[src/rtl/truth_table_scanner_pkg.sv]
// Purpose: shared types and sizes for the truth-table scanner.
// Latency: n/a (declarations only).
// Backpressure: n/a.
package truth_table_scanner_pkg;

  localparam int NVEC   = 16;  // number of input vectors of a 4-input function
  localparam int IDX_W  = 4;   // vector index width, {x,y,w,z}
  localparam int ONES_W = 5;   // minterm count 0..16 needs 5 bits

  typedef enum logic [1:0] {
    ST_IDLE   = 2'd0,
    ST_SETTLE = 2'd1,
    ST_SAMPLE = 2'd2,
    ST_DONE   = 2'd3
  } scan_state_t;

endpackage

[src/rtl/truth_table_scanner.sv]
// Purpose: drives all 16 vectors into an external 4-input function, captures its truth table, counts minterms, compares to a reference.
// Latency: done pulses in cycle 16*(SETTLE+1)+1 after the edge that accepts start.
// Backpressure: none; start is a request honoured only in IDLE, ignored while a scan is running or finishing.
//
// Ports:
//   clk, reset      - rising-edge clock, asynchronous active-high reset
//   start           - one-cycle scan request
//   expected[15:0]  - reference minterm mask, sampled only in DONE
//   s               - output of the function under test
//   x, y, w, z      - stimulus, {x,y,w,z} = current vector index (x is the MSB)
//   busy, done      - scan in progress / one-cycle completion pulse
//   mask[15:0]      - captured truth table, bit i = f(i)
//   ones[4:0]       - number of minterms (0..16)
//   match           - mask == expected, valid from done until the next accepted start
module truth_table_scanner
  import truth_table_scanner_pkg::*;
#(
  parameter int unsigned SETTLE = 1  // hold cycles per vector before sampling, 1..15
) (
  input  logic                clk,
  input  logic                reset,
  input  logic                start,
  input  logic [NVEC-1:0]     expected,
  input  logic                s,
  output logic                x,
  output logic                y,
  output logic                w,
  output logic                z,
  output logic                busy,
  output logic                done,
  output logic [NVEC-1:0]     mask,
  output logic [ONES_W-1:0]   ones,
  output logic                match
);

  localparam logic [3:0]       CNT_LOAD = 4'(SETTLE - 1);
  localparam logic [IDX_W-1:0] IDX_LAST = IDX_W'(NVEC - 1);

  scan_state_t      state;
  scan_state_t      state_nxt;
  logic [IDX_W-1:0] idx;
  logic [3:0]       cnt;
  logic             match_r;

  // State register
  always_ff @(posedge clk or posedge reset) begin
    if (reset) state <= ST_IDLE;
    else       state <= state_nxt;
  end

  // Next-state logic
  always_comb begin
    state_nxt = state;
    case (state)
      ST_IDLE:   if (start) state_nxt = ST_SETTLE;
      ST_SETTLE: if (cnt == 4'd0) state_nxt = ST_SAMPLE;
      ST_SAMPLE: state_nxt = (idx == IDX_LAST) ? ST_DONE : ST_SETTLE;
      ST_DONE:   state_nxt = ST_IDLE;
      default:   state_nxt = ST_IDLE;
    endcase
  end

  // Datapath: index, settle counter, captured table and count
  always_ff @(posedge clk or posedge reset) begin
    if (reset) begin
      idx     <= '0;
      cnt     <= '0;
      mask    <= '0;
      ones    <= '0;
      match_r <= 1'b0;
    end else begin
      case (state)
        ST_IDLE: begin
          if (start) begin
            idx     <= '0;
            mask    <= '0;
            ones    <= '0;
            match_r <= 1'b0;
            cnt     <= CNT_LOAD;
          end
        end
        ST_SETTLE: begin
          if (cnt != 4'd0) cnt <= cnt - 4'd1;
        end
        ST_SAMPLE: begin
          mask[idx] <= s;
          ones      <= ones + ONES_W'(s);
          // Vector 15 is last; idx stays put so it never wraps inside a scan
          if (idx != IDX_LAST) begin
            idx <= idx + IDX_W'(1);
            cnt <= CNT_LOAD;
          end
        end
        ST_DONE: begin
          match_r <= (mask == expected);
        end
        default: ;
      endcase
    end
  end

  assign {x, y, w, z} = idx;
  assign busy         = (state != ST_IDLE);
  assign done         = (state == ST_DONE);
  // The comparison is presented live during the done pulse, then held from the register
  assign match        = (state == ST_DONE) ? (mask == expected) : match_r;

endmodule

[config.mk]
export PLATFORM = sky130hd
export DESIGN_NAME = truth_table_scanner
export DESIGN_NICKNAME = d
export VERILOG_FILES = /design/src/rtl/truth_table_scanner_pkg.sv /design/src/rtl/truth_table_scanner.sv
export SDC_FILE = /design/constraint.sdc
export NUM_CORES = 1
export LEC_CHECK = 0
export ABC_CLOCK_PERIOD_IN_PS = 1550
export BUFFER_PORTS_ARGS = -buffer_cell sky130_fd_sc_hd__buf_2
export CAP_MARGIN = 10
export CORE_ASPECT_RATIO = 0.8
export CORE_MARGIN = 2
export CORE_UTILIZATION = 40
export DETAILED_ROUTE_END_ITERATION = 10
export PLACE_DENSITY = 0.67
export SYNTH_ARGS = -nofsm -noshare
export SYNTH_HDL_FRONTEND = slang
export SYNTH_SLANG_ARGS = --single-unit
[constraint.sdc]
create_clock -name clk -period 1.55 [get_ports clk]
set_input_delay 0.0775 -clock clk [delete_from_list [all_inputs] [get_ports clk]]
set_output_delay 0.0775 -clock clk [all_outputs]
set_load 0.005 [all_outputs]
==> impl_results.rst, run 1 <==
.. list-table::
   :header-rows: 1

   * - Metric
     - Value
   * - Post-route clock period utilization
     - 111%
   * - Die extent in x
     - 79.9 µm
   * - Pin slew with the least headroom to its limit
     - roughly 490 ps
   * - Clock-pin slew reported for the worst setup and hold paths after clock tree synthesis
     - approximately 60 ps
   * - Dominant cells by area after synthesis
     - dfrtp_1 43%, xor2_1 7.6%, ha_1 4.7%
   * - Hold Vio Cnt, Final
     - 0
   * - Average instance area after synthesis
     - ~10 µm²
   * - Area taken by flip-flops and latches
     - 801 µm²
   * - Slack of the worst reg-to-reg path
     - ~90 ps
   * - First DRT Iteration DRCs
     - approximately 100
   * - Launch point of the critical path
     - mask[1]
   * - Startpoint type of the worst setup path
     - flop
   * - Setup crit end kind
     - primary output
   * - Unrepaired setup endpoints after global routing
     - true
   * - Clock Skews
     - roughly 5.7 ps
   * - CTS tree
     - yes
   * - Critical-path maximum fanout
     - 3
   * - Relative slew slack
     - ~67%
   * - Die Footprint
     - roughly 5200 µm²
   * - Number of nets still failing antenna checks after routing
     - 0
   * - Std cell rows
     - 22
   * - Area leader, netlist
     - dfrtp_1
   * - R2R Path Start
     - cnt[0]
   * - Post-route setup TNS
     - -170 ps
   * - Violated checks
     - negative setup slack
   * - Largest net degree at the start of global routing
     - 33
   * - Power per cell area
     - about 1200 nW/µm²
   * - Achievable clock frequency
     - roughly 580 MHz
   * - GRT Overall Usage
     - a little under a fifth
   * - Worst setup path class
     - flop to primary output
   * - Area after detailed placement
     - between 2000 and 2500 µm²
   * - Number of enable-type register cells in the synthesized netlist
     - 0
   * - Global-route wire length before repair
     - 7430 µm
   * - Gpl congestion
     - 0.839
   * - Most common flop cell mapped by yosys
     - dfrtp_1
   * - Number of design rule violations left after detail routing
     - 0
   * - Warning count from the yosys run
     - 0
   * - Total power
     - ~2.8 mW
   * - Detailed-route via count
     - about 1,700
   * - Placed Instances
     - 302
   * - Standard cell core area
     - 4510 µm²
   * - Number of H-tree levels
     - 2
   * - Sink Count
     - 32
   * - Number of fillers in the final layout
     - 428
   * - Via count of the first global-routing pass
     - between 1,500 and 2,000
   * - Ratio of cells with drive above 1 in the final layout
     - 36.0%
   * - Detailed Place HPWL
     - between 3000 and 4000 µm
   * - Drt wl/cell
     - 14.3 µm
   * - Clock buffer count from CTS
     - 5
   * - Vert. Die Dim
     - roughly 65 µm
   * - Bufs on Longest Clock Path
     - 2
   * - Required @ worst endpoint
     - roughly 1500 ps
   * - Reg-to-reg endpoint
     - cnt[1]
   * - Net Count, Synth
     - roughly 210
   * - Initial antenna violation count
     - 0
   * - Number of stages on the worst setup path
     - 5
   * - Vias per inst
     - around 5.3
   * - Non-filler cells in the finished layout
     - 310
   * - Min-Delay Startpoint
     - s
   * - Fraction of registers with async set/reset
     - 100%
   * - Number of primary I/O pins
     - 48
   * - Number of different library cells in the post-synthesis netlist
     - 40
   * - Cell type group with the largest total delay on the critical path
     - simple AND/OR/NAND/NOR gates
   * - Register bit total from synthesis
     - 32
   * - Area occupied by multi-input gates
     - approximately 1000 µm²
   * - CTS root buffer
     - clkbuf_8
   * - Leak pwr
     - 1.22 nW
   * - First-pass iteration count of the detailed router
     - 4
   * - Leftover overflow at the end of global routing
     - 0
   * - Final wirelength
     - ~4400 µm
   * - Reg2reg path depth
     - 6
   * - Max Slew Vio Count
     - 0
   * - Area fraction of the dominant cell type after synthesis
     - approximately 43%
   * - Final std cell area, no fill
     - approximately 2400 µm²
   * - Final core utilization
     - a little over half
   * - Signed area change from the synthesized netlist to the final layout
     - 30.4%
   * - Sequential element share of the synthesized area
     - between 40% and 50%
   * - Hold/Removal Path Class
     - primary input to flop
   * - Synthesized area
     - around 1800 µm²
   * - Final-report setup violation count
     - 1
   * - Crit path arrival time
     - around 1600 ps
   * - Setup slack after layout
     - -170 ps
   * - Insertion delay to the later sink of the worst-skew pair
     - between 200 and 300 ps
   * - Critical path's largest stage delay
     - slightly below 400 ps
   * - Cell with the largest stage delay on the worst path
     - dfrtp_1
   * - Commonest cells after routing, fill and taps aside
     - 47 x buf_2, 32 x dfrtp_1, 20 x buf_4, 16 x nand2_1, 16 x xor2_1
   * - Critical Path, Cell by Cell
     - xor2_1 -> nor4_2 -> nand4_1 -> o31ai_2 -> buf_2
   * - Max-Cap Viols
     - 0
   * - Buf/Inv on CP
     - 1
   * - Time the final worst path needs with I/O delays and setup
     - ~1700 ps
   * - Outcome
     - finished with violations
   * - Commonest non-fill, non-tap cell in the layout
     - buf_2
   * - Syn Inst Count
     - around 180
   * - Number of nets in the finished design
     - about 280
   * - Initial core utilization
     - 40.9%
   * - Largest voltage drop on the vdd net
     - between 0.5 and 0.6 mV
   * - Timing endpoint of the critical path
     - match
   * - Final antenna diode count
     - 0
   * - # port buffers
     - 47
==> Yosys cell counts (2+ instances only) <==
library cell and instances:
a21oi_1 3, a22o_1 2, and2_1 2, buf_2 3, clkbuf_1 2, dfrtp_1 32, ha_1 7, inv_1 10
mux2i_1 3, nand2_1 16, nand2_2 2, nand2_4 2, nand2b_1 5, nand3_1 8, nand4_1 2, nor2_1 5
nor3_1 6, nor4_1 6, o211ai_1 10, o21ai_0 7, o311ai_0 2, o31ai_1 11, o41ai_1 4, xor2_1 16
==> metal layers <==
layer | share of wire, % | global-route usage, % | up-vias
met3 | 5.3 | 3.76 | 8
met1 | 50 | 27.8 | 785
li1 | - | - | 816
met4 | 2.1 | 8.26 | 0
met5 | 0 | 0 | -
met2 | 42 | 26.7 | 41
==> repair_timing <==
| item | 4_1_cts | 5_1_grt |
|---|---|---|
| hold buffers | 1 | 0 |
| resized for setup | 2 | 6 |
| pin swaps | 1 | 3 |
| endpoints found under the hold margin | 32 | 0 |
| endpoints found under the setup margin | 2 | 3 |
| setup buffers | 0 | 2 |
==> sequential cells by signal (all words and copies together), names as in the netlist <==
register	cells
match_r	1
mask	16
ones	5
idx	4
state	2
cnt	4
==> cell families (layout without fill, tap and decap cells) <==
family                     after synthesis  after routing  synth area share [%]
AOI/OAI and AO/OA                       47             47                  20.5
xor gates and xnor gates                16             16                  7.60
adders and majority gates                7              7                  4.75
buffers and inverters                   16             84                  3.87
DFF                                     32             32                  43.4
muxes                                    4              4                  2.24
and+or+nand+nor                         60             60                  17.6
==> stage by stage <==
step                      hold slack, ps  setup slack (ps)
after floorplan                      194              18.3
after global routing                66.2              -276
final                               57.1              -170
after global placement               189              15.5
after detailed placement             192             -48.5
after CTS                           49.5              -211
==> final cells by class <==
cell class	count	area share, %
multi-input combinational	134	41.9
sequential	32	33.3
timing repair buffer	69	17.3
tap	60	3.12
clock buffer	5	2.86
inverter	10	1.56
==> tightest hold or removal path, stage by stage <==
cell and delay (ps):
buf_2 110, nand2_1 50, o21ai_0 60
==> power by group <==
| part | switching [mW] | internal, mW |
|---|---|---|
| combinational | 0.597 | 0.591 |
| clock | 0.282 | 0.289 |
| sequential | 0.120 | 0.949 |
| total | 1.00 | 1.83 |
==> worst min path at each step <==
stage | depth (start not counted) | to
after global placement | 3 | match_r
after floorplan | 1 | cnt[0]
after CTS | 3 | mask[7]
final | 3 | mask[7]
after detailed placement | 3 | match_r
after global routing | 3 | mask[7]
Note: power is estimated with default switching activity, not from simulation.
==> run 2: changes to the inputs <==
--- a/config.mk
+++ b/config.mk
@@ -11,8 +11,9 @@
 export CORE_ASPECT_RATIO = 0.8
 export CORE_MARGIN = 2
 export CORE_UTILIZATION = 40
+export CTS_BUF_LIST = sky130_fd_sc_hd__clkbuf_4 sky130_fd_sc_hd__clkbuf_8
 export DETAILED_ROUTE_END_ITERATION = 10
-export PLACE_DENSITY = 0.67
+export PLACE_DENSITY_LB_ADDON = 0.3
 export SYNTH_ARGS = -nofsm -noshare
 export SYNTH_HDL_FRONTEND = slang
 export SYNTH_SLANG_ARGS = --single-unit
==> run 2 against run 1 <==
Clock power grew 24%. Core utilization grew 0.44 points. The flow still finishes with violations (negative setup slack). Power grew 4.8%. Setup slack lost 5.1 ps. First-iteration DRC count shrank 43%. Combinational power is essentially flat. Via count grew 1.8%.
==> impl_results.rst, run 2 (synthesis results as in run 1) <==
.. list-table::
   :header-rows: 1

   * - Metric
     - Value
   * - Via count of the first global-routing pass
     - approximately 1,600
   * - Area occupied by multi-input gates
     - roughly 1000 µm²
   * - Vert. Die Dim
     - about 65 µm
   * - Setup slack after layout
     - -175 ps
   * - Critical-path maximum fanout
     - 3
   * - Largest voltage drop on the vdd net
     - slightly above 0.7 mV
   * - Largest registers ranked by flip-flop count
     - mask x16, ones x5
   * - Commonest cells after routing, fill and taps aside
     - 47 x buf_2, 31 x dfrtp_1, 20 x buf_4, 16 x xor2_1, 15 x nand2_1
   * - Detailed-route via count
     - about 1,700
   * - Worst setup path class
     - flop to primary output
   * - Register with the highest flop count
     - mask
   * - Buf/Inv on CP
     - 1
   * - Violated checks
     - negative setup slack
   * - Clock-pin slew reported for the worst setup and hold paths after clock tree synthesis
     - around 70 ps
   * - Std cell rows
     - 22
   * - Max Slew Vio Count
     - 0
   * - Number of primary I/O pins
     - between 40 and 50
   * - Clock Skews
     - 3.45 ps
   * - Final-report setup violation count
     - 1
   * - Number of nets still failing antenna checks after routing
     - 0
   * - Setup crit end kind
     - primary output
   * - Time the final worst path needs with I/O delays and setup
     - ~1700 ps
   * - CTS root buffer
     - clkbuf_8
   * - Largest net degree at the start of global routing
     - 33
   * - GRT Overall Usage
     - between 15 and 20%
   * - Leftover overflow at the end of global routing
     - 0
   * - Number of H-tree levels
     - 2
   * - First DRT Iteration DRCs
     - 58
   * - Max reg flops
     - 16
   * - Startpoint type of the worst setup path
     - flop
   * - Clock buffer count from CTS
     - 5
   * - Commonest non-fill, non-tap cell in the layout
     - buf_2
   * - Bufs on Longest Clock Path
     - 2
   * - Initial core utilization
     - between 40 and 50%
   * - Cell with the largest stage delay on the worst path
     - dfrtp_1
   * - Signed area change from the synthesized netlist to the final layout
     - 31.5%
   * - Unrepaired setup endpoints after global routing
     - true
   * - Global-route wire length before repair
     - ~7700 µm
   * - Number of nets in the finished design
     - between 200 and 300
   * - Leak pwr
     - approximately 1.2 nW
   * - Pin slew with the least headroom to its limit
     - ~500 ps
   * - Required @ worst endpoint
     - ~1500 ps
   * - Sink Count
     - 32
   * - Outcome
     - finished with violations
   * - # port buffers
     - 47
   * - Drt wl/cell
     - about 15 µm
   * - Insertion delay to the later sink of the worst-skew pair
     - ~290 ps
   * - CTS tree
     - yes
   * - Critical Path, Cell by Cell
     - xor2_1 -> nor4_1 -> nand4_1 -> o31ai_1 -> buf_2
   * - Area taken by flip-flops and latches
     - between 800 and 900 µm²
   * - Hold Vio Cnt, Final
     - 0
   * - Ratio of cells with drive above 1 in the final layout
     - approximately 37%
   * - Gpl congestion
     - about 0.80
   * - First-pass iteration count of the detailed router
     - 4
   * - Die Footprint
     - 5170 µm²
   * - Worst-case setup slack after placement
     - -59.9 ps
   * - Cell type group with the largest total delay on the critical path
     - flip-flops
   * - Detailed Place HPWL
     - 3470 µm
   * - Power per cell area
     - 1220 nW/µm²
   * - Standard cell core area
     - 4510 µm²
   * - Crit path arrival time
     - ~1700 ps
   * - Max-Cap Viols
     - 0
   * - Die extent in x
     - ~80 µm
   * - Critical path's largest stage delay
     - 410 ps
   * - Number of design rule violations left after detail routing
     - 0
   * - Number of fillers in the final layout
     - 451
   * - Post-route clock period utilization
     - 111%
   * - Final wirelength
     - approximately 4700 µm
   * - Hold/Removal Path Class
     - primary input to flop
   * - Achievable clock frequency
     - 580 MHz
   * - Vias per inst
     - roughly 5.4
   * - Final antenna diode count
     - 0
   * - Initial antenna violation count
     - 0
   * - Final core utilization
     - between 50% and 60%
   * - Relative slew slack
     - around two thirds
## run 2: cell count changes in the layout (fill, tap and decap cells not counted)
cell | previous run | this run
o31ai_2 | 1 | 0
o311ai_0 | 1 | 2
clkbuf_8 | 5 | 6
o31ai_1 | 10 | 11
dfrtp_2 | 0 | 1
dfrtp_1 | 32 | 31
nand2_1 | 16 | 15
clkbuf_4 | 0 | 2
nand2_2 | 2 | 3
o311ai_2 | 2 | 1
## run 2: cell type report
cell class | count | area share, %
clock buffer | 8 | 4.02
sequential | 32 | 33.1
tap | 60 | 3.10
timing repair buffer | 69 | 17.1
multi-input combinational | 134 | 41.1
inverter | 10 | 1.55
## run 2: worst reg2reg max path, delay by kind of cell, from the launching register on
family	cells	cell delay, ps
flops	1	380
simple gates	2	320
mux	1	310
fa+ha+maj	1	190
compound gates	1	110
buf+inv	1	60
## run 2: what timing repair did
item | in CTS | in global routing
setup buffers | 0 | 2
resized for setup | 2 | 5
pin swaps | 2 | 1
hold buffers | 1 | 0
hold endpoints to repair | 32 | 0
endpoints found under the setup margin | 2 | 6
## run 2: worst paths after layout
path	startpoint	slack [ps]	cells past startpoint	endpoint
hold reg to reg	ones[4]	480	1	ones[4]
setup reg to reg	cnt[0]	80	6	cnt[1]
min in group asynchronous	reset	440	4	mask[0]
hold / removal	s	50	3	mask[7]
setup / recovery	mask[5]	-180	5	match
max in group asynchronous	reset	780	4	state[1]
## run 2: layer usage
layer	vias up	routed length, µm	GRT usage [%]
li1	817	-	-
met1	806	2320	28.3
met2	49	2060	28.3
met3	8	256	4.18
met4	0	72	8.47
met5	-	0	0
## run 2: stage by stage
stage / total power, mW / instances / cell area [µm²] / hold slack [ps] / TNS [ps]
after floorplan: 1.74 / 182 / 1840 / 194 / 0
after global placement: 2.17 / 302 / 2280 / 190 / 0
after detailed placement: 2.19 / 302 / 2280 / 191 / -59.9
after CTS: 2.91 / 311 / 2390 / 53.3 / -210
after global routing: 3.18 / 313 / 2420 / 79.0 / -300
final: 2.96 / 313 / 2420 / 54.3 / -175
## run 2: power breakdown
| group | switching [mW] | leakage [nW] | internal [mW] |
|---|---|---|---|
| combinational | 0.608 | 0.744 | 0.569 |
| clock | 0.312 | 0.0523 | 0.397 |
| sequential | 0.126 | 0.436 | 0.951 |
| total | 1.05 | 1.23 | 1.92 |
==> run 3: changes to the inputs <==
--- a/config.mk
+++ b/config.mk
@@ -10,7 +10,7 @@
 export CAP_MARGIN = 10
 export CORE_ASPECT_RATIO = 0.8
 export CORE_MARGIN = 2
-export CORE_UTILIZATION = 40
+export CORE_UTILIZATION = 49
 export CTS_BUF_LIST = sky130_fd_sc_hd__clkbuf_4 sky130_fd_sc_hd__clkbuf_8
 export DETAILED_ROUTE_END_ITERATION = 10
 export PLACE_DENSITY_LB_ADDON = 0.3
==> run 3 against run 2 <==
The run still ends with negative setup slack left. Final area down 0.26%. Wire length decreased by 4.2%. Power increased by 4.8%. Cell count is 7.3% lower. Largest cell class unchanged. Fmax is 3.5% lower.
==> impl_results.rst, run 3 (synthesis results as in run 1) <==
.. list-table::
   :header-rows: 1

   * - Metric
     - Value
   * - Insertion delay to the later sink of the worst-skew pair
     - approximately 290 ps
   * - Hold/Removal Path Class
     - primary input to flop
   * - Number of nets in the finished design
     - approximately 270
   * - Largest voltage drop on the vdd net
     - 0.740 mV
   * - Hold Vio Cnt, Final
     - 0
   * - Slack of the worst reg-to-reg path
     - roughly 80 ps
   * - Pin slew with the least headroom to its limit
     - ~500 ps
   * - # port buffers
     - 47
   * - Min-Delay Startpoint
     - s
   * - Initial antenna violation count
     - 0
   * - Max-Cap Viols
     - 0
   * - R2R Path Start
     - state[0]
   * - Global-route wire length before repair
     - 7600 µm
   * - Met3 WL
     - approximately 220 µm
   * - Setup crit end kind
     - primary output
   * - Worst setup path class
     - flop to primary output
   * - Detailed Place HPWL
     - between 3000 and 4000 µm
   * - Std cell rows
     - 19
   * - Relative slew slack
     - about two thirds
   * - Number of nets still failing antenna checks after routing
     - 0
   * - Number of design rule violations left after detail routing
     - 0
   * - Time the final worst path needs with I/O delays and setup
     - around 1800 ps
   * - Register with the highest flop count
     - mask
   * - Final antenna diode count
     - 0
   * - Detailed-route via count
     - around 1,600
   * - Post-route clock period utilization
     - 115%
   * - Reg-to-reg endpoint
     - mask[2]
   * - Post-route setup TNS
     - -238 ps
   * - Signed area change from the synthesized netlist to the final layout
     - 31.1%
   * - Clock power frac
     - 28.5%
   * - Die extent in x
     - 72.6 µm
   * - Die Footprint
     - 4270 µm²
   * - Vert. Die Dim
     - 58.9 µm
   * - CTS tree
     - yes
   * - Max reg flops
     - 16
   * - Largest registers ranked by flip-flop count
     - mask x16, ones x5
   * - Final std cell area, no fill
     - roughly 2400 µm²
   * - Switching share of power
     - roughly 34%
   * - Sink Count
     - 32
   * - Largest net degree at the start of global routing
     - 33
   * - Clock Skews
     - roughly 6.9 ps
   * - Leftover overflow at the end of global routing
     - 0
   * - Placed Instances
     - approximately 280
   * - Gate power share
     - between 30 and 40%
   * - Commonest cells after routing, fill and taps aside
     - 47 x buf_2, 32 x dfrtp_1, 16 x nand2_1, 15 x buf_4, 14 x xor2_1
   * - First-pass iteration count of the detailed router
     - 4
   * - Ratio of cells with drive above 1 in the final layout
     - a little over a third
   * - Internal power
     - a little over 2 mW
   * - P_sw
     - 1.06 mW
   * - Standard cell core area
     - ~3500 µm²
   * - Number of primary I/O pins
     - 48
   * - First DRT Iteration DRCs
     - roughly 110
   * - Max Slew Vio Count
     - 0
   * - Amount of wire on met2 after detailed routing
     - roughly 2000 µm
   * - Critical-path maximum fanout
     - 3
   * - Achievable clock frequency
     - 559 MHz
   * - Outcome
     - finished with violations
   * - Detailed-routing wirelength on met1
     - roughly 2200 µm
   * - Drt wl/cell
     - between 15 and 20 µm
   * - Worst hold path endpoint
     - mask[7]
   * - Total power
     - between 3 and 4 mW
   * - Non-filler cells in the finished layout
     - a little under 300
   * - Number of H-tree levels
     - 2
   * - Number of stages on the worst hold path
     - 3
   * - Unrepaired setup endpoints after global routing
     - true
   * - Uppermost layer routed
     - met4
   * - Required @ worst endpoint
     - between 1000 and 1500 ps
   * - Startpoint type of the worst setup path
     - flop
   * - Final-report setup violation count
     - 1
   * - Crit path arrival time
     - 1710 ps
   * - Clock-pin slew reported for the worst setup and hold paths after clock tree synthesis
     - ~70 ps
   * - Reg2reg path depth
     - 5
   * - CTS root buffer
     - clkbuf_8
   * - Sequential fraction of design power
     - 34.7%
   * - Setup slack after layout
     - -238 ps
   * - Violated checks
     - negative setup slack
   * - GRT Overall Usage
     - 23.2%
   * - Gpl congestion
     - between 0.8 and 0.9
   * - Commonest non-fill, non-tap cell in the layout
     - buf_2
   * - Via count of the first global-routing pass
     - 1,560
   * - Final wirelength
     - 4510 µm
   * - Leak pwr
     - approximately 1.2 nW
   * - Vias per inst
     - 5.62
   * - Area after detailed placement
     - roughly 2200 µm²
   * - Clock buffer count from CTS
     - 5
   * - Bufs on Longest Clock Path
     - 2
   * - Power per cell area
     - ~1300 nW/µm²
   * - Initial core utilization
     - 52.4%
run 3: cell types whose count changed in the layout (fill, tap and decap cells not counted), sizes merged:
| cell | before | now |
|---|---|---|
| buf | 68 | 63 |
| bufinv | 0 | 1 |
| clkbuf | 8 | 7 |
run 3: critical path: stages (launching register included):
cell and delay [ps]:
dfrtp_1 410, xor2_1 190, nor4_2 300, nand4_1 120
o31ai_1 260, buf_2 150
run 3: worst max-delay path by stage:
stage,startpoint,end
6_report,mask[8],match
3_5_place_dp,cnt[1],cnt[1]
5_1_grt,mask[7],match
4_1_cts,mask[4],match
3_3_place_gp,cnt[1],cnt[1]
2_1_floorplan,cnt[0],cnt[1]
run 3: stage by stage:
| step | utilization, % | setup slack (ps) | hold WS [ps] |
|---|---|---|---|
| final | 68.7 | -238 | 43.6 |
| after global routing | 68.7 | -282 | 88.0 |
| after floorplan | - | 18.3 | 194 |
| after detailed placement | 62.0 | -78.3 | 198 |
| after global placement | 62.0 | 47.7 | 186 |
| after CTS | 66.0 | -229 | 46.1 |
run 3: power by group through the flow:
stage / sequential (mW) / combinational [mW] / clock [mW]
2_1_floorplan: 1.07 / 0.665 / 0
3_3_place_gp: 1.07 / 1.00 / 0
3_5_place_dp: 1.08 / 1.03 / 0
4_1_cts: 1.07 / 1.04 / 0.900
5_1_grt: 1.09 / 1.28 / 0.925
6_report: 1.08 / 1.15 / 0.885
run 3: area by class of cell:
type                       instances  area, µm²
fill                             287       1100
multi-input combinational        134       1020
sequential                        32        801
timing repair buffer              64        378
clock buffer                       7       96.3
tap                               42       52.6
inverter                          10       37.5
clock inverter                     1       30.0
run 3: timing repair:
item,CTS,global route
hold buffers,1,0
pin swaps,1,5
gates cloned,0,0
setup buffers,0,5
setup endpoints to repair,4,7
hold endpoints to repair,32,0
gates resized for setup,1,9
run 3: routing by layer:
layer,vias up,global-route usage (%)
li1,808,-
met1,778,34.8
met2,40,33.4
met3,5,5.99
met4,0,6.35
met5,-,0
